**config.mk**
```make
export PLATFORM = sky130hd
export DESIGN_NAME = uart_tx_frame_ctrl
export DESIGN_NICKNAME = d
export VERILOG_FILES = /design/src/rtl/uart_tx_frame_ctrl_pkg.sv /design/src/rtl/uart_tx_frame_ctrl_baud_tick_gen.sv /design/src/rtl/uart_tx_frame_ctrl.sv
export SDC_FILE = /design/constraint.sdc
export NUM_CORES = 1
export LEC_CHECK = 0
export CAP_MARGIN = 10
export CORE_ASPECT_RATIO = 0.8
export CORE_MARGIN = 8
export CORE_UTILIZATION = 50
export CTS_CLUSTER_DIAMETER = 30
export CTS_CLUSTER_SIZE = 16
export DETAILED_ROUTE_END_ITERATION = 7
export GPL_TIMING_DRIVEN = 0
export PLACE_DENSITY = 0.71
export SLEW_MARGIN = 30
export SYNTH_ARGS = -nofsm -noshare
export SYNTH_HDL_FRONTEND = slang
export SYNTH_HIERARCHICAL = 1
export SYNTH_SLANG_ARGS = --single-unit
```
**constraint.sdc**
```tcl
create_clock -name clk -period 12.7 [get_ports clk]
set_clock_uncertainty 0.05 [all_clocks]
set_input_delay 2.54 -clock clk [delete_from_list [all_inputs] [get_ports clk]]
set_output_delay 2.54 -clock clk [all_outputs]
set_load 0.02 [all_outputs]
```
**src/rtl/uart_tx_frame_ctrl_pkg.sv**
```systemverilog
// Shared UART definitions: character/frame configuration encodings,
// line levels, transmit FSM state, debug view and a config legality check.
package UartGlobalPkg;

  localparam int DATA_WIDTH = 8;

  typedef enum logic [3:0] {
    DATA_5 = 4'd5,
    DATA_6 = 4'd6,
    DATA_7 = 4'd7,
    DATA_8 = 4'd8
  } DATA_TYPE_E;

  typedef enum logic {
    EVEN_PARITY = 1'b0,
    ODD_PARITY  = 1'b1
  } PARITY_TYPE_E;

  typedef enum logic [1:0] {
    STOP_1 = 2'd1,
    STOP_2 = 2'd2
  } STOP_BIT_E;

  typedef enum logic [4:0] {
    OVS_13 = 5'd13,
    OVS_16 = 5'd16
  } OVER_SMPLING_E;

  localparam logic START_BIT = 1'b0;
  localparam logic STOP_BIT  = 1'b1;

  typedef enum logic [2:0] {
    TX_IDLE   = 3'd0,
    TX_START  = 3'd1,
    TX_DATA   = 3'd2,
    TX_PARITY = 3'd3,
    TX_STOP   = 3'd4
  } tx_state_e;

  // Observation port: FSM state plus the bit-timing strobes driving it.
  typedef struct packed {
    tx_state_e state;
    logic      tick;
    logic      bitEnd;
  } tx_dbg_t;

  // 1 when the character-format part of a configuration is unusable.
  function automatic logic frame_cfg_illegal(input logic [3:0] w,
                                             input logic [1:0] s,
                                             input logic [4:0] os);
    logic bad_w;
    logic bad_s;
    logic bad_os;
    bad_w  = (w < DATA_5) || (w > DATA_8);
    bad_s  = (s != STOP_1) && (s != STOP_2);
    bad_os = (os != OVS_13) && (os != OVS_16);
    return bad_w | bad_s | bad_os;
  endfunction

endpackage

```
**src/rtl/uart_tx_frame_ctrl_baud_tick_gen.sv**
```systemverilog
// Bit timing for the transmitter: a clock divider producing oversample
// ticks and an oversample counter producing the end-of-bit strobe.
// bitEndNext predicts bitEnd one cycle ahead so the parent can register
// outputs that must line up with the last cycle of a bit.
module uart_baud_tick_gen
#(
  parameter int DIV_WIDTH = 16
)
(
  input  logic                 clk,
  input  logic                 reset,
  input  logic                 clear,
  input  logic                 run,
  input  logic [DIV_WIDTH-1:0] baudDiv,
  input  logic [4:0]           overSample,
  output logic                 tick,
  output logic                 bitEnd,
  output logic                 bitEndNext
);

  localparam logic [DIV_WIDTH-1:0] DIV_ONE = DIV_WIDTH'(1);

  logic [DIV_WIDTH-1:0] divCnt_q, divCnt_d, divLast;
  logic [4:0]           smpCnt_q, smpCnt_d, smpLast;

  assign divLast = baudDiv - DIV_ONE;
  assign smpLast = overSample - 5'd1;

  // Strobes from current counts; next counts with clear taking priority.
  always_comb begin
    tick     = run && (divCnt_q == divLast);
    bitEnd   = tick && (smpCnt_q == smpLast);
    divCnt_d = divCnt_q;
    smpCnt_d = smpCnt_q;
    if (clear) begin
      divCnt_d = '0;
      smpCnt_d = '0;
    end else if (run) begin
      if (tick) begin
        divCnt_d = '0;
        smpCnt_d = (smpCnt_q == smpLast) ? 5'd0 : smpCnt_q + 5'd1;
      end else begin
        divCnt_d = divCnt_q + DIV_ONE;
      end
    end
    bitEndNext = (divCnt_d == divLast) && (smpCnt_d == smpLast);
  end

  // Counter registers.
  always_ff @(posedge clk or negedge reset) begin
    if (!reset) begin
      divCnt_q <= '0;
      smpCnt_q <= '0;
    end else begin
      divCnt_q <= divCnt_d;
      smpCnt_q <= smpCnt_d;
    end
  end

endmodule

```
**src/rtl/uart_tx_frame_ctrl.sv**
```systemverilog
// UART transmit framer: accepts one character per valid/ready handshake and
// serialises start, 5-8 data bits LSB first, optional parity and 1-2 stop
// bits. Every state lasts one bit period (cfgBaudDiv * cfgOverSample clocks).
//
// Handshake: a character is transferred on a rising edge where txValid and
// txReady are both 1. txValid may rise or fall freely while txReady is 0;
// txData and cfg* are sampled only at the transfer edge. txReady is offered
// in IDLE and during the last cycle of the last stop bit, so a held txValid
// produces contiguous frames.
module uart_tx_frame_ctrl
  import UartGlobalPkg::*;
#(
  parameter int DATA_WIDTH = UartGlobalPkg::DATA_WIDTH,
  parameter int DIV_WIDTH  = 16
)
(
  input  logic                  clk,
  input  logic                  reset,
  input  logic                  txValid,
  output logic                  txReady,
  input  logic [DATA_WIDTH-1:0] txData,
  input  logic [3:0]            cfgDataWidth,
  input  logic                  cfgParityEn,
  input  logic                  cfgParityType,
  input  logic [1:0]            cfgStopBits,
  input  logic [4:0]            cfgOverSample,
  input  logic [DIV_WIDTH-1:0]  cfgBaudDiv,
  output logic                  txSerial,
  output logic                  txBusy,
  output logic                  frameDone,
  output logic                  cfgError,
  output tx_dbg_t               dbg
);

  localparam logic [DATA_WIDTH-1:0] DATA_ONE = DATA_WIDTH'(1);
  localparam logic [DATA_WIDTH-1:0] DATA_ALL = '1;

  tx_state_e             state_q, state_d;
  logic [DATA_WIDTH-1:0] data_q, data_d;
  logic [3:0]            width_q, width_d;
  logic                  parEn_q, parEn_d;
  logic                  parOdd_q, parOdd_d;
  logic [1:0]            stops_q, stops_d;
  logic [4:0]            os_q, os_d;
  logic [DIV_WIDTH-1:0]  div_q, div_d;
  logic [3:0]            bitIdx_q, bitIdx_d;
  logic [1:0]            stopIdx_q, stopIdx_d;
  logic                  txSerial_q, txSerial_d;
  logic                  txReady_q, txReady_d;
  logic                  frameDone_q, frameDone_d;

  logic                  accept;
  logic                  runBaud;
  logic                  tick;
  logic                  bitEnd;
  logic                  bitEndNext;
  logic                  lastStopNext;
  logic [DATA_WIDTH-1:0] dataMask;
  logic                  dataBit;

  assign cfgError  = frame_cfg_illegal(cfgDataWidth, cfgStopBits, cfgOverSample)
                     || (cfgBaudDiv == '0);
  assign txReady   = txReady_q & ~cfgError;
  assign accept    = txValid & txReady;
  assign runBaud   = (state_q != TX_IDLE);
  assign txSerial  = txSerial_q;
  assign txBusy    = (state_q != TX_IDLE);
  assign frameDone = frameDone_q;
  assign dbg       = '{state: state_q, tick: tick, bitEnd: bitEnd};

  uart_baud_tick_gen #(
    .DIV_WIDTH (DIV_WIDTH)
  ) u_baud (
    .clk        (clk),
    .reset      (reset),
    .clear      (accept),
    .run        (runBaud),
    .baudDiv    (div_q),
    .overSample (os_q),
    .tick       (tick),
    .bitEnd     (bitEnd),
    .bitEndNext (bitEndNext)
  );

  // Next state, frame indices, captured character and registered outputs.
  always_comb begin
    state_d     = state_q;
    data_d      = data_q;
    width_d     = width_q;
    parEn_d     = parEn_q;
    parOdd_d    = parOdd_q;
    stops_d     = stops_q;
    os_d        = os_q;
    div_d       = div_q;
    bitIdx_d    = bitIdx_q;
    stopIdx_d   = stopIdx_q;

    case (state_q)
      TX_IDLE: ;
      TX_START: begin
        if (bitEnd) begin
          state_d  = TX_DATA;
          bitIdx_d = 4'd0;
        end
      end
      TX_DATA: begin
        if (bitEnd) begin
          if (bitIdx_q == width_q - 4'd1) begin
            state_d   = parEn_q ? TX_PARITY : TX_STOP;
            stopIdx_d = 2'd0;
          end else begin
            bitIdx_d = bitIdx_q + 4'd1;
          end
        end
      end
      TX_PARITY: begin
        if (bitEnd) begin
          state_d   = TX_STOP;
          stopIdx_d = 2'd0;
        end
      end
      TX_STOP: begin
        if (bitEnd) begin
          if (stopIdx_q == stops_q - 2'd1) begin
            state_d = TX_IDLE;
          end else begin
            stopIdx_d = stopIdx_q + 2'd1;
          end
        end
      end
      default: state_d = TX_IDLE;
    endcase

    // A transfer starts a fresh frame, including straight out of the last stop bit.
    if (accept) begin
      state_d   = TX_START;
      data_d    = txData;
      width_d   = cfgDataWidth;
      parEn_d   = cfgParityEn;
      parOdd_d  = (cfgParityType == ODD_PARITY);
      stops_d   = cfgStopBits;
      os_d      = cfgOverSample;
      div_d     = cfgBaudDiv;
      bitIdx_d  = 4'd0;
      stopIdx_d = 2'd0;
    end

    lastStopNext = (state_d == TX_STOP) && (stopIdx_d == stops_d - 2'd1) && bitEndNext;
    txReady_d    = (state_d == TX_IDLE) || lastStopNext;
    frameDone_d  = lastStopNext;

    dataMask = ~(DATA_ALL << width_d);
    dataBit  = |(data_d & (DATA_ONE << bitIdx_d));
    case (state_d)
      TX_START:  txSerial_d = START_BIT;
      TX_DATA:   txSerial_d = dataBit;
      TX_PARITY: txSerial_d = parOdd_d ^ (^(data_d & dataMask));
      default:   txSerial_d = STOP_BIT;
    endcase
  end

  // State and datapath registers; reset forces the line idle and drops any frame.
  always_ff @(posedge clk or negedge reset) begin
    if (!reset) begin
      state_q     <= TX_IDLE;
      data_q      <= '0;
      width_q     <= 4'd8;
      parEn_q     <= 1'b0;
      parOdd_q    <= 1'b0;
      stops_q     <= 2'd1;
      os_q        <= 5'd16;
      div_q       <= DIV_WIDTH'(1);
      bitIdx_q    <= 4'd0;
      stopIdx_q   <= 2'd0;
      txSerial_q  <= STOP_BIT;
      txReady_q   <= 1'b0;
      frameDone_q <= 1'b0;
    end else begin
      state_q     <= state_d;
      data_q      <= data_d;
      width_q     <= width_d;
      parEn_q     <= parEn_d;
      parOdd_q    <= parOdd_d;
      stops_q     <= stops_d;
      os_q        <= os_d;
      div_q       <= div_d;
      bitIdx_q    <= bitIdx_d;
      stopIdx_q   <= stopIdx_d;
      txSerial_q  <= txSerial_d;
      txReady_q   <= txReady_d;
      frameDone_q <= frameDone_d;
    end
  end

endmodule
```
==> impl_metrics.py, run 1 <==
metrics = {
    "critical_path": {
        "cp_max_fo": 4,
        "worstPathRequired_ns": 10.11,
        "crit_top_cell": "clkdlybuf4s50_1",
        "crit_type": "in -> out",
        "rr_startpoint": "div_q[0]$_DFFE_PN1N_",
        "crit_path_start_kind": "input port",
        "cp_top_family": "buffers and inverters",
        "endpoint_kind": "primary output",
        "startpoint": "cfgDataWidth[2]",
        "critical_path_cell_count": 6,
        "path_buf_inv": 2,
        "cp-endpoint": "txReady",
        "cp_slowest_stage_delay_ns": 0.71,
        "slowest_stage": "or4b_2",
        "cp.arrival_ns": 4.77,
        "rrSetupSlack_ns": 7.09,
        "ff2ff_path_depth": 19,
        "r2r_end": "txSerial$_DFF_PN1_",
        "path_cells": "clkdlybuf4s50_1 -> or4b_2 -> o21ai_2 -> nand3_1 -> nor2_1 -> clkdlybuf4s50_1",
    },
    "timing": {
        "setup_violations": 0,
        "hold_viol_final": 0,
        "max_clock_freq_mhz": 136,
        "tns_ns": 0,
        "finalCritPeriodShare_pct": 58.0,
        "max_slew.worst_pin.slew_ns": 0.915,
        "max_slew_margin_pct": 39.0,
        "rsz0062_at_grt": "no",
        "maxSlewViolCount": 0,
        "period_minus_slack_ns": 7.36,
    },
    "cells_and_area": {
        "drive_gt1_share_pct": 10.3,
        "area_growth_pct": 19.4,
        "final_core_util_pct": 61.7,
        "antenna_cells": 0,
        "finalNetCount": 737,
    },
    "drt": {
        "first_pass_iters": 5,
        "drc": 0,
        "drt-initial-drc-count": 329,
        "wl_um": 14900,
        "drt-wirelength-per-cell_um": 17.9,
        "via_per_inst": 5.89,
        "final_antenna_net_count": 0,
        "vias": 4925,
    },
    "grt": {
        "grt_start_max_net_pins": 38,
        "antenna_found_initial": 0,
        "grt_pass1_vias": 4793,
        "grt_util_all_layers_pct": 21.4,
        "grt_pass1_wl_um": 24600,
        "grt_overflow": 0,
    },
    "logic_synthesis": {
        "synth_async_sr_flop_share_pct": 100,
        "netlist_instances": 630,
        "syn_area_per_cell_um2": 8.43,
        "yosys-top-cells-count": "109 x nand2_1, 65 x dfrtp_1, 50 x xnor2_1",
        "synth_compound_area_share_pct": 14.7,
        "yosys.area_share.adder_pct": 1.41,
        "synth_simple_gate_area_share_pct": 29.8,
        "synth_most_common_cell": "nand2_1",
        "synth-edff-count": 0,
        "ys.flop_type": "dfrtp_1",
        "ys_top_cells_by_area": "dfrtp_1 31%, xnor2_1 8.2%, nand2_1 7.7%, nor2_1 3.3%, xor2_1 3.0%",
        "synth_top_family_by_area": "simple AND/OR/NAND/NOR gates",
        "synth.net_count": 676,
        "seq_area_frac_synth_pct": 33.1,
        "synth-seq-cells": 70,
        "synth_top_cell_by_area": "dfrtp_1",
        "synth_top_area_share_pct": 30.6,
        "synth-xor-area-share_pct": 12.8,
        "yosys_warnings": 6,
        "syn_area_mm2": 0.00531,
        "synth_cell_types": 86,
        "synthMuxAreaShare_pct": 2.71,
    },
    "power": {
        "cellLeakagePower_uw": 0.00278,
        "p_per_area_mw_per_mm2": 141,
        "vdd_drop_max_mv": 0.0946,
    },
    "clock_network": {
        "cts_tree": "built",
        "clock-sinks": 70,
        "post_cts_resized": 0,
        "cts-root-buf": "clkbuf_16",
        "numCtsBuffers": 9,
        "postCtsHoldBufs": 0,
        "worstSkewPairLatency_ns": 0.34,
        "clk_path_buf_depth": 2,
        "postCtsSetupBuffers": 0,
        "cts_htree_levels": 3,
        "clkSlewWorstSetupHoldPaths_ns": 0.06,
    },
    "floorplan": {
        "coreArea_mm2": 0.0103,
        "dieHeight_um": 108,
        "die_w_um": 131,
        "io_pins": 50,
        "start_util_pct": 51.7,
        "die_area_mm2": 0.0142,
        "num_rows": 33,
    },
    "flow_run": {
        "maxCapViolCount": 0,
    },
    "outcome": {
        "status": "completed",
    },
    "placed_design": {
        "io_buffers": 49,
        "dp_hpwl_um": 11600,
        "gp_congestion": 0.929,
    },
    "hold_path": {
        "hold_path.class": "reg -> reg",
        "holdPathStages": 2,
    },
}
## stage by stage
step / cells / hold WS, ns / cell area (um2) / total power (uW) / setup slack, ns
floorplan: 630 / 0.389 / 5310 / 504 / 6.13
global placement: 819 / 0.402 / 5980 / 578 / 5.26
detailed placement: 820 / 0.406 / 5990 / 588 / 5.23
CTS: 836 / 0.416 / 6340 / 887 / 5.35
global route: 836 / 0.433 / 6340 / 938 / 5.17
finish: 836 / 0.418 / 6340 / 892 / 5.34
## power by group
group          internal, uW  total [uW]  switching [uW]
clock network           198         298             100
logic                   139         326             187
registers               245         268            22.6
## registers in the layout (all words and copies together) (netlist names)
signal / cells
div_q: 16
u_baud/divCnt_q: 16
data_q: 8
os_q: 5
u_baud/smpCnt_q: 5
bitIdx_q: 4
width_q: 4
state_q: 3
stopIdx_q: 2
stops_q: 2
frameDone: 1
parEn_q: 1
parOdd_q: 1
txReady_q: 1
txSerial: 1
## logic make-up after synthesis
| family | after synthesis |
|---|---|
| flops | 70 |
| simple gates | 301 |
| xor+xnor | 72 |
| buf+inv | 66 |
| fa+ha+maj | 6 |
| compound gates | 103 |
| mux | 12 |
## metal layers
metal | GRT usage, % | part of all wire (%)
met1 | 30.5 | 50
met2 | 32.3 | 42
met3 | 4.63 | 6.4
met4 | 5.71 | 1.5
met5 | 0 | 0
## worst min-delay path, stage by stage, from the launching register on
cell	delay (ns)
dfrtp_1	0.33
nand2_1	0.05
nand2_1	0.05
## final cells by class
type,instances,area (um2)
multi-input cells,494,3260
clock buffers,11,243
repair buffers,50,508
plain buffers,40,193
inverters,26,97.6
flip-flops and latches,70,1760
clock inverters,5,106
well taps,140,175
fillers,901,3940
## worst min-delay path by stage
| stage | startpoint | endpoint | slack, ns |
|---|---|---|---|
| detailed placement | div_q[0]$_DFFE_PN1N_ | div_q[0]$_DFFE_PN1N_ | 0.41 |
| global placement | div_q[0]$_DFFE_PN1N_ | div_q[0]$_DFFE_PN1N_ | 0.40 |
| floorplan | div_q[0]$_DFFE_PN1N_ | div_q[0]$_DFFE_PN1N_ | 0.39 |
| global route | div_q[0]$_DFFE_PN1N_ | div_q[0]$_DFFE_PN1N_ | 0.43 |
| finish | div_q[3]$_DFFE_PN0N_ | div_q[3]$_DFFE_PN0N_ | 0.42 |
| CTS | div_q[0]$_DFFE_PN1N_ | div_q[0]$_DFFE_PN1N_ | 0.42 |
## cells in the final DEF (no fill, tap or decap), drive strengths merged, types with 17 or more instances in the layout
master	n
buf	17
clkbuf	36
clkdlybuf4s50	48
dfrtp	65
inv	26
nand2	109
nand3	18
nor2	46
nor2b	18
o21ai	25
xnor2	50
xor2	19
Note: power is estimated with default switching activity, not from simulation.
==> inputs of run 2 (changes only) <==
- PLACE_DENSITY: 0.71 -> 0.74
- clock period: 12.7 -> 6.65 ns (I/O delays scaled with it)
==> run 2 against run 1 <==
  * Via count is essentially flat
  * Worst hold slack gained 0.0023 ns
  * Sequential share of layout area grew 0.071 points
  * Clock power grew 78%
  * Design area shrank 0.26%
  * Combinational power grew 94%
  * Global-route usage grew 0.80 points
  * Worst setup slack lost 4.9 ns
==> impl_metrics.py, run 2 (synthesized netlist as in run 1, its figures left out) <==
metrics = {
    "cells_and_area": {
        "layout_commonest_cell": "nand2_1",
        "reg_top3": "div_q: 16 flops, u_baud/divCnt_q: 16 flops, data_q: 8 flops",
        "finalNetCount": 737,
        "layout.cells.most_common_list": "109 x nand2_1, 65 x dfrtp_1, 50 x xnor2_1, 48 x clkdlybuf4s50_1, 46 x nor2_1",
        "drive_gt1_share_pct": 10.3,
        "fill_cells": 870,
        "multi_input_area_mm2": 0.00326,
        "antenna_cells": 0,
        "final_core_util_pct": 61.5,
        "area_growth_pct": 19.1,
        "seqCellArea_mm2": 0.00176,
    },
    "hold_path": {
        "hold_path.class": "reg -> reg",
    },
    "power": {
        "p_per_area_mw_per_mm2": 265,
        "p_clk_share_pct": 31.7,
        "cellLeakagePower_uw": 0.00277,
        "sw_frac_of_total_pct": 35.9,
        "power.total_uw": 1680,
        "vdd_drop_max_mv": 0.153,
        "combPwrFrac_pct": 37.7,
        "switching_power_uw": 601,
        "p_int_uw": 1070,
        "p_seq_share_pct": 30.6,
    },
    "critical_path": {
        "crit_path_start_kind": "input port",
        "endpoint_kind": "flop",
        "cp.arrival_ns": 6.45,
        "path_buf_inv": 5,
        "path_cells": "clkdlybuf4s50_1 -> or4b_2 -> o21ai_2 -> nand4_4 -> inv_1 -> clkbuf_1 -> clkbuf_1 -> clkbuf_1 -> o32ai_1 -> xnor2_1 -> a2111oi_0 -> and4bb_1 -> o211a_1 -> nand2b_1",
        "cp_slowest_stage_delay_ns": 0.79,
        "crit_type": "in -> reg",
        "worstPathRequired_ns": 6.87,
        "crit_top_cell": "clkbuf_1",
        "cp_max_fo": 15,
        "slowest_stage": "clkbuf_1",
        "cp_top_family": "buffers and inverters",
    },
    "grt": {
        "antenna_found_initial": 0,
        "grt_start_max_net_pins": 51,
        "grt_overflow": 0,
        "use_met1_pct": 31.4,
        "grt_busiest_layer": "met2",
        "grt_util_all_layers_pct": 22.2,
        "met2_usage_pct": 33.4,
        "gr-usage-met3_pct": 5.14,
        "grt_pass1_wl_um": 25200,
        "grt_pass1_vias": 4747,
    },
    "floorplan": {
        "num_rows": 33,
        "die_area_mm2": 0.0142,
        "die_w_um": 131,
        "io_pins": 50,
        "coreArea_mm2": 0.0103,
        "start_util_pct": 51.7,
        "dieHeight_um": 108,
    },
    "timing": {
        "rsz0062_at_grt": "no",
        "tns_ns": 0,
        "setup_violations": 0,
        "finalCritPeriodShare_pct": 93.7,
        "max_slew.worst_pin.slew_ns": 0.990,
        "hold_viol_final": 0,
        "max_clock_freq_mhz": 160,
        "maxSlewViolCount": 0,
        "period_minus_slack_ns": 6.23,
        "max_slew_margin_pct": 34.0,
    },
    "clock_network": {
        "cts-root-buf": "clkbuf_16",
        "clk_path_buf_depth": 2,
        "post_cts_resized": 0,
        "postCtsSetupBuffers": 0,
        "clock-sinks": 70,
        "postCtsHoldBufs": 0,
        "clkSlewWorstSetupHoldPaths_ns": 0.06,
        "worstSkewPairLatency_ns": 0.34,
        "cts_tree": "built",
        "numCtsBuffers": 9,
        "cts_htree_levels": 3,
    },
    "drt": {
        "drt-wirelength-per-cell_um": 18.6,
        "via_per_inst": 5.89,
        "drc": 0,
        "vias": 4921,
        "first_pass_iters": 5,
        "final_antenna_net_count": 0,
        "drt-initial-drc-count": 472,
        "wl_um": 15600,
    },
    "placed_design": {
        "dp_hpwl_um": 11900,
        "gp_congestion": 0.969,
        "io_buffers": 49,
    },
    "flow_run": {
        "maxCapViolCount": 0,
    },
    "outcome": {
        "status": "completed",
    },
}
[run 2: path summary, 6_finish.rpt]
| kind | startpoint | endpoint | slack [ns] | cells after the start |
|---|---|---|---|---|
| worst min register to register | os_q[4]$_DFFE_PN1N_ | os_q[4]$_DFFE_PN1N_ | 0.42 | 2 |
| worst max register to register | div_q[0]$_DFFE_PN1N_ | txSerial$_DFF_PN1_ | 0.99 | 19 |
| worst min-delay path | os_q[4]$_DFFE_PN1N_ | os_q[4]$_DFFE_PN1N_ | 0.42 | 2 |
| max in group asynchronous | reset | stops_q[0]$_DFF_PN1_ | 5.11 | 2 |
| worst max-delay path | cfgDataWidth[2] | txReady_q$_DFF_PN0_ | 0.42 | 14 |
| min in group asynchronous | reset | data_q[6]$_DFF_PN0_ | 0.84 | 1 |
[run 2: power groups by stage]
stage | Combinational (uW) | Sequential (uW) | Clock (uW)
floorplan | 453 | 509 | 0
global placement | 593 | 517 | 0
detailed placement | 609 | 519 | 0
CTS | 617 | 511 | 536
global route | 688 | 519 | 553
finish | 633 | 513 | 531
[run 2: per-stage QoR]
| stage | cells | hold slack (ns) | setup WS, ns | cell area, um2 |
|---|---|---|---|---|
| floorplan | 630 | 0.389 | 2.04 | 5310 |
| global placement | 819 | 0.402 | 0.359 | 5980 |
| detailed placement | 820 | 0.408 | 0.205 | 6000 |
| CTS | 836 | 0.420 | 0.576 | 6330 |
| global route | 836 | 0.438 | 0.288 | 6330 |
| finish | 836 | 0.420 | 0.419 | 6330 |
[run 2: area by class of cell]
type / instances / area share, %
clock buffer: 11 / 3.84
timing repair buffer: 50 / 8.15
clock inverter: 5 / 1.31
buffer: 40 / 3.05
sequential: 70 / 27.8
tap: 140 / 2.77
multi-input combinational: 494 / 51.6
inverter: 26 / 1.54
[run 2: worst min-delay path, delay by kind of cell (launching register included)]
kind / cells / cell delay [ns]
flip-flops: 1 / 0.37
AND/OR/NAND/NOR: 2 / 0.10
[run 2: per-layer routing]
layer | routed length [um] | vias to the layer above
met1 | 7430 | 2365
met2 | 6800 | 200
met4 | 214 | 0
met3 | 1140 | 22
met5 | 0 | -
li1 | - | 2334
==> inputs of run 3 (changes only) <==
--- a/constraint.sdc
+++ b/constraint.sdc
@@ -4,2 +4,2 @@
 set_output_delay 1.33 -clock clk [all_outputs]
-set_load 0.02 [all_outputs]
+set_load 0.005 [all_outputs]
==> results of run 3 <==
Same layout as run 2 (identical final DEF). Status: completed.
Main changes from that run: total power 1680 uW -> 1670 uW
==> patch 1 (flow settings as in run 3) <==
`DIV_WIDTH` is set to 16 in 2 places; all go to 24.
--- a/src/rtl/uart_tx_frame_ctrl_baud_tick_gen.sv
+++ b/src/rtl/uart_tx_frame_ctrl_baud_tick_gen.sv
@@ -4,7 +4,7 @@
 // outputs that must line up with the last cycle of a bit.
 module uart_baud_tick_gen
 #(
-  parameter int DIV_WIDTH = 16
+  parameter int DIV_WIDTH = 24
 )
 (
   input  logic                 clk,
--- a/src/rtl/uart_tx_frame_ctrl.sv
+++ b/src/rtl/uart_tx_frame_ctrl.sv
@@ -11,7 +11,7 @@
   import UartGlobalPkg::*;
 #(
   parameter int DATA_WIDTH = UartGlobalPkg::DATA_WIDTH,
-  parameter int DIV_WIDTH  = 16
+  parameter int DIV_WIDTH  = 24
 )
 (
   input  logic                  clk,
Ports: changed (resized cfgBaudDiv); port bits go from 50 to 58. The function was not compared with the original's and may differ.
==> patch 1 against run 3 <==
Global-route usage rose by 1.3 points; non-clock buffer count grew 15; critical endpoint is now dbg[0]; cell count is 33% higher; sequential cell count grew 16; total power grew 25%; combinational power up 48%; highest routed layer unchanged; wire length is 34% higher; fmax shrank 3.2%; first-iteration DRC count up 49%; cell area rose by 27%; area after synthesis increased by 30%; setup slack worse by 200 ps.
==> patch 1: results (changes against run 3) <==
Outcome: finished, final reports clean (unchanged). The pin slew with the least headroom to its limit was 860 ps (was 990 ps). The critical path start-end classification is flop to primary output (was input port to flop). The clock network power share was 0.247 (was 0.317). The number of cells traversed by the worst register-to-register path came out at 20 (was 19). The master of the slowest instance on the critical path is sky130_fd_sc_hd__nor4_1 (was sky130_fd_sc_hd__clkbuf_1). The number of global-route vias before repair came out at 6047 (was 4747). The overall routed net length was 20800 um (was 15600 um). Top cells by area in the synthesized netlist: sky130_fd_sc_hd__dfrtp_1, sky130_fd_sc_hd__nand2_1, sky130_fd_sc_hd__xnor2_1 (was sky130_fd_sc_hd__dfrtp_1, sky130_fd_sc_hd__xnor2_1, sky130_fd_sc_hd__nand2_1). The met1 layer usage reported by global route came out at 0.356 (was 0.314). The slack of the worst reg-to-reg path came out at 290 ps (was 990 ps). The half-perimeter wire length of the detailed placement result was 16100 um (was 11900 um).

The fraction of final layout cells sized beyond drive strength 1 is 0.0710 (was 0.103). Leading post-synthesis cells by instance count: sky130_fd_sc_hd__nand2_1, sky130_fd_sc_hd__dfrtp_1, sky130_fd_sc_hd__nor2_1, sky130_fd_sc_hd__xnor2_1, sky130_fd_sc_hd__clkbuf_1 (was sky130_fd_sc_hd__nand2_1, sky130_fd_sc_hd__dfrtp_1, sky130_fd_sc_hd__xnor2_1, sky130_fd_sc_hd__nor2_1, sky130_fd_sc_hd__inv_1). The met2 wirelength from detailed routing was 8350 um (was 6800 um). The arrival time reported for the critical path endpoint came out at 5050 ps (was 6450 ps). The top fanout value on the critical path is 10 (was 15). The final instance count without filler cells was 1109 (was 836). The DRC violation total after the first TritonRoute iteration came out at 702 (was 472). The average cell area after synthesis came to 8.07 um^2 (was 8.43 um^2).

The part of the Yosys area used for sequential elements came out at 0.313 (was 0.331). The total via count in the routed design came out at 6675 (was 4921). The cell family contributing the most delay on the critical path is simple AND/OR/NAND/NOR gates (was buffers and inverters).

The number of buffer cells added on primary ports came to 57 (was 49). The proportion of synthesized area in mux cells is 0.0363 (was 0.0271). The global routing met3 resource utilization is 0.0522 (was 0.0514). The termination of the worst setup path is dbg[0] (was txReady_q). The share of the synthesized netlist area taken by xor and xnor gates came to 0.134 (was 0.128). The compound-gate portion of the synthesized area came to 0.137 (was 0.147).

The detailed-routing iteration count for the pre-antenna-repair pass was 7 (was 5). The portion of total power attributed to sequential cells is 0.306 (was 0.307). The setup slack at placement is 122 ps (was 205 ps).

The overall fraction of global-route tracks in use came to 0.235 (was 0.222).
patch 1: cell count changes after synthesis, moves of 11 or more:
cell / run 3 / this run
sky130_fd_sc_hd__mux2i_1: 4 / 19
sky130_fd_sc_hd__dfrtp_1: 65 / 81
sky130_fd_sc_hd__xor2_1: 18 / 34
sky130_fd_sc_hd__nor4_1: 14 / 25
sky130_fd_sc_hd__nand2_1: 109 / 158
sky130_fd_sc_hd__nand3_1: 16 / 29
sky130_fd_sc_hd__clkbuf_1: 25 / 37
sky130_fd_sc_hd__nor2_1: 46 / 73
sky130_fd_sc_hd__nor2b_1: 18 / 6
sky130_fd_sc_hd__nor3_1: 15 / 29
patch 1: cell families (layout without fill, tap and decap cells):
| family | count (synthesis) | count (layout) |
|---|---|---|
| simple gates | 436 | 436 |
| xor+xnor | 96 | 96 |
| flops | 86 | 86 |
| mux | 24 | 24 |
| fa+ha+maj | 7 | 7 |
| buf+inv | 79 | 153 |
| compound gates | 127 | 127 |
patch 1: through the flow:
step,area (um^2),hold WS (ps)
3_3_place_gp,7700,396
2_1_floorplan,6900,383
4_1_cts,8020,402
3_5_place_dp,7720,393
5_1_grt,8050,436
6_report,8050,398
patch 1: layout make-up:
cell class	instances	area [um^2]
fill	1247	5450
multi-input combinational	690	4440
sequential	86	2160
timing repair buffer	58	599
clock buffer	11	233
tap	180	225
buffer	47	213
inverter	32	120
clock inverter	5	58.8
patch 1: worst min-delay path by stage:
stage | startpoint | to | slack [ps]
2_1_floorplan | div_q[5] | div_q[5] | 380
3_3_place_gp | div_q[0] | div_q[0] | 400
3_5_place_dp | div_q[0] | div_q[0] | 390
4_1_cts | div_q[0] | div_q[0] | 400
5_1_grt | os_q[4] | os_q[4] | 440
6_report | div_q[0] | div_q[0] | 400
patch 1: worst register-to-register path, cell delays in order, from the launching register on:
cell	delay, ps
sky130_fd_sc_hd__dfstp_2	370
sky130_fd_sc_hd__clkbuf_1	220
sky130_fd_sc_hd__inv_1	110
sky130_fd_sc_hd__ha_1	280
sky130_fd_sc_hd__nor4b_4	450
sky130_fd_sc_hd__nand4_1	390
sky130_fd_sc_hd__a221oi_1	420
sky130_fd_sc_hd__nand4_1	170
sky130_fd_sc_hd__nor4_1	530
sky130_fd_sc_hd__o2111ai_2	410
sky130_fd_sc_hd__clkbuf_2	330
sky130_fd_sc_hd__nor2_1	350
sky130_fd_sc_hd__clkbuf_1	410
sky130_fd_sc_hd__nand3b_1	240
sky130_fd_sc_hd__nor3_1	260
sky130_fd_sc_hd__o21ai_0	210
sky130_fd_sc_hd__a31oi_4	340
sky130_fd_sc_hd__mux2i_1	270
sky130_fd_sc_hd__mux2i_1	100
sky130_fd_sc_hd__mux2i_1	250
sky130_fd_sc_hd__o31ai_1	110
==> patch 2 (config.mk and constraints of run 3) <==
Without the edit above. Reset style: synchronous (`reset`), changed in 2 clocked blocks.
--- a/src/rtl/uart_tx_frame_ctrl_baud_tick_gen.sv
+++ b/src/rtl/uart_tx_frame_ctrl_baud_tick_gen.sv
@@ -47,7 +47,7 @@
   end
 
   // Counter registers.
-  always_ff @(posedge clk or negedge reset) begin
+  always_ff @(posedge clk) begin
     if (!reset) begin
       divCnt_q <= '0;
       smpCnt_q <= '0;
--- a/src/rtl/uart_tx_frame_ctrl.sv
+++ b/src/rtl/uart_tx_frame_ctrl.sv
@@ -160,7 +160,7 @@
   end
 
   // State and datapath registers; reset forces the line idle and drops any frame.
-  always_ff @(posedge clk or negedge reset) begin
+  always_ff @(posedge clk) begin
     if (!reset) begin
       state_q     <= TX_IDLE;
       data_q      <= '0;
Formal check against the unedited RTL: differs if reset is asserted again (counterexample within 4 cycles, from zero or initial values and one cycle with reset low); with reset held inactive, the same outputs for 10 cycles.
==> patch 2 against run 3 <==
Via count up 7.8%; sequential cell count unchanged; area after synthesis down 4.5%; setup slack better by 8.4 ps; wire length down 1.6%; count of clock-buffer cells in the layout unchanged; cell area down 4.3%; critical endpoint is now dbg[0].
Power is not compared: it rests on default switching activity, and its combinational part moved more than twofold at a synthesized area within 25%.
==> patch 2: results (changes against run 3) <==
Outcome: finished, final reports clean (unchanged). The slack of the worst reg-to-reg path is 450 ps (was 990 ps). The part of the Yosys area used for sequential elements came out at 0.276 (was 0.331). Top cells by area in the synthesized netlist: sky130_fd_sc_hd__dfxtp_1, sky130_fd_sc_hd__xnor2_1, sky130_fd_sc_hd__nand2_1 (was sky130_fd_sc_hd__dfrtp_1, sky130_fd_sc_hd__xnor2_1, sky130_fd_sc_hd__nand2_1).

The area of placed instances is 0.00574 mm^2 (was 0.00600 mm^2). The half-perimeter wire length of the detailed placement result came to 11700 um (was 11900 um). The first-pass GRT wire length is 24900 um (was 25200 um). The number of nets in the layout is 773 (was 737). Power spread over the standard cell area amounts to 165 mW/mm^2.

The worst-case hold path end point is div_q[7] (was os_q[4]). The startpoint of the most critical register-to-register path is div_q[0] (unchanged). The fraction of final layout cells sized beyond drive strength 1 came out at 0.0752 (was 0.103). The wire length per cell after detailed routing was 17.6 um (was 18.6 um). The termination of the worst setup path is dbg[0] (was txReady_q). The startpoint of the most critical hold path is div_q[7] (was os_q[4]). The DRC violation total after the first TritonRoute iteration was 488 (was 472). The clock-pin slew on the worst setup and hold paths came out at 60 ps (about the same).

The proportion of synthesized area in mux cells came out at 0.0284 (was 0.0271). The top fanout value on the critical path came out at 10 (was 15). The tightest hold margin is 401 ps (was 420 ps). The number of cells traversed by the worst register-to-register path came out at 23 (was 19). The post-synth net total was 714 (was 676). The met1 layer usage reported by global route came out at 0.308 (was 0.314).

The count of cell types in the netlist is 82 (was 86). The overall fraction of global-route tracks in use is 0.224 (was 0.222). The post-detailed-route via-to-cell ratio came out at 6.09 (was 5.89).

The endpoint of the worst register-to-register path is txSerial (unchanged). The final RePlAce weighted congestion came out at 0.975 (was 0.969). The compound-gate portion of the synthesized area came out at 0.182 (was 0.147). The async set-reset flop share out of synthesis is 0 (was 1.00). The post-synthesis adder-cell area fraction was 0.0168 (was 0.0141). The global routing met3 resource utilization came to 0.0410 (was 0.0514). The arrival time reported for the critical path endpoint is 4840 ps (was 6450 ps).

The met2 track demand over resource came out at 0.349 (was 0.334).
-- patch 2: per-stage QoR --
step	setup slack (ps)	std cells	TNS, ps
3_5_place_dp	-268	857	-333
2_1_floorplan	1370	668	0
6_report	428	871	0
3_3_place_gp	-226	857	-259
4_1_cts	16.0	872	0
5_1_grt	92.7	871	0
-- patch 2: critical path, cell delays in order, from the launching register on --
cell                              delay [ps]
sky130_fd_sc_hd__dfxtp_1                 310
sky130_fd_sc_hd__clkbuf_1                200
sky130_fd_sc_hd__inv_1                   100
sky130_fd_sc_hd__ha_1                    140
sky130_fd_sc_hd__clkbuf_1                270
sky130_fd_sc_hd__or4b_1                  610
sky130_fd_sc_hd__nor4_2                  360
sky130_fd_sc_hd__xnor2_1                 270
sky130_fd_sc_hd__o22ai_1                 130
sky130_fd_sc_hd__or4_1                   520
sky130_fd_sc_hd__buf_2                   220
sky130_fd_sc_hd__or2_0                   240
sky130_fd_sc_hd__buf_2                   160
sky130_fd_sc_hd__buf_2                   190
sky130_fd_sc_hd__nor2_1                  170
sky130_fd_sc_hd__buf_4                   130
sky130_fd_sc_hd__clkdlybuf4s50_1         490
-- patch 2: area by class of cell --
type | instances | area share
Buffer | 39 | 0.0291
Clock buffer | 11 | 0.0401
Clock inverter | 4 | 0.00785
Inverter | 22 | 0.0136
Multi-Input combinational cell | 536 | 0.568
Sequential cell | 70 | 0.231
Tap cell | 140 | 0.0289
Timing Repair Buffer | 49 | 0.0810
-- patch 2: per-layer routing --
layer	share of wire	vias up
met5	0	-
met4	0.016	0
met3	0.064	24
met2	0.45	212
met1	0.47	2562
li1	-	2505
-- patch 2: timing repair --
action                     CTS  global route
hold buffers                 0             0
gates resized for setup      0             6
setup endpoints to repair    0             3
hold endpoints to repair     0             0
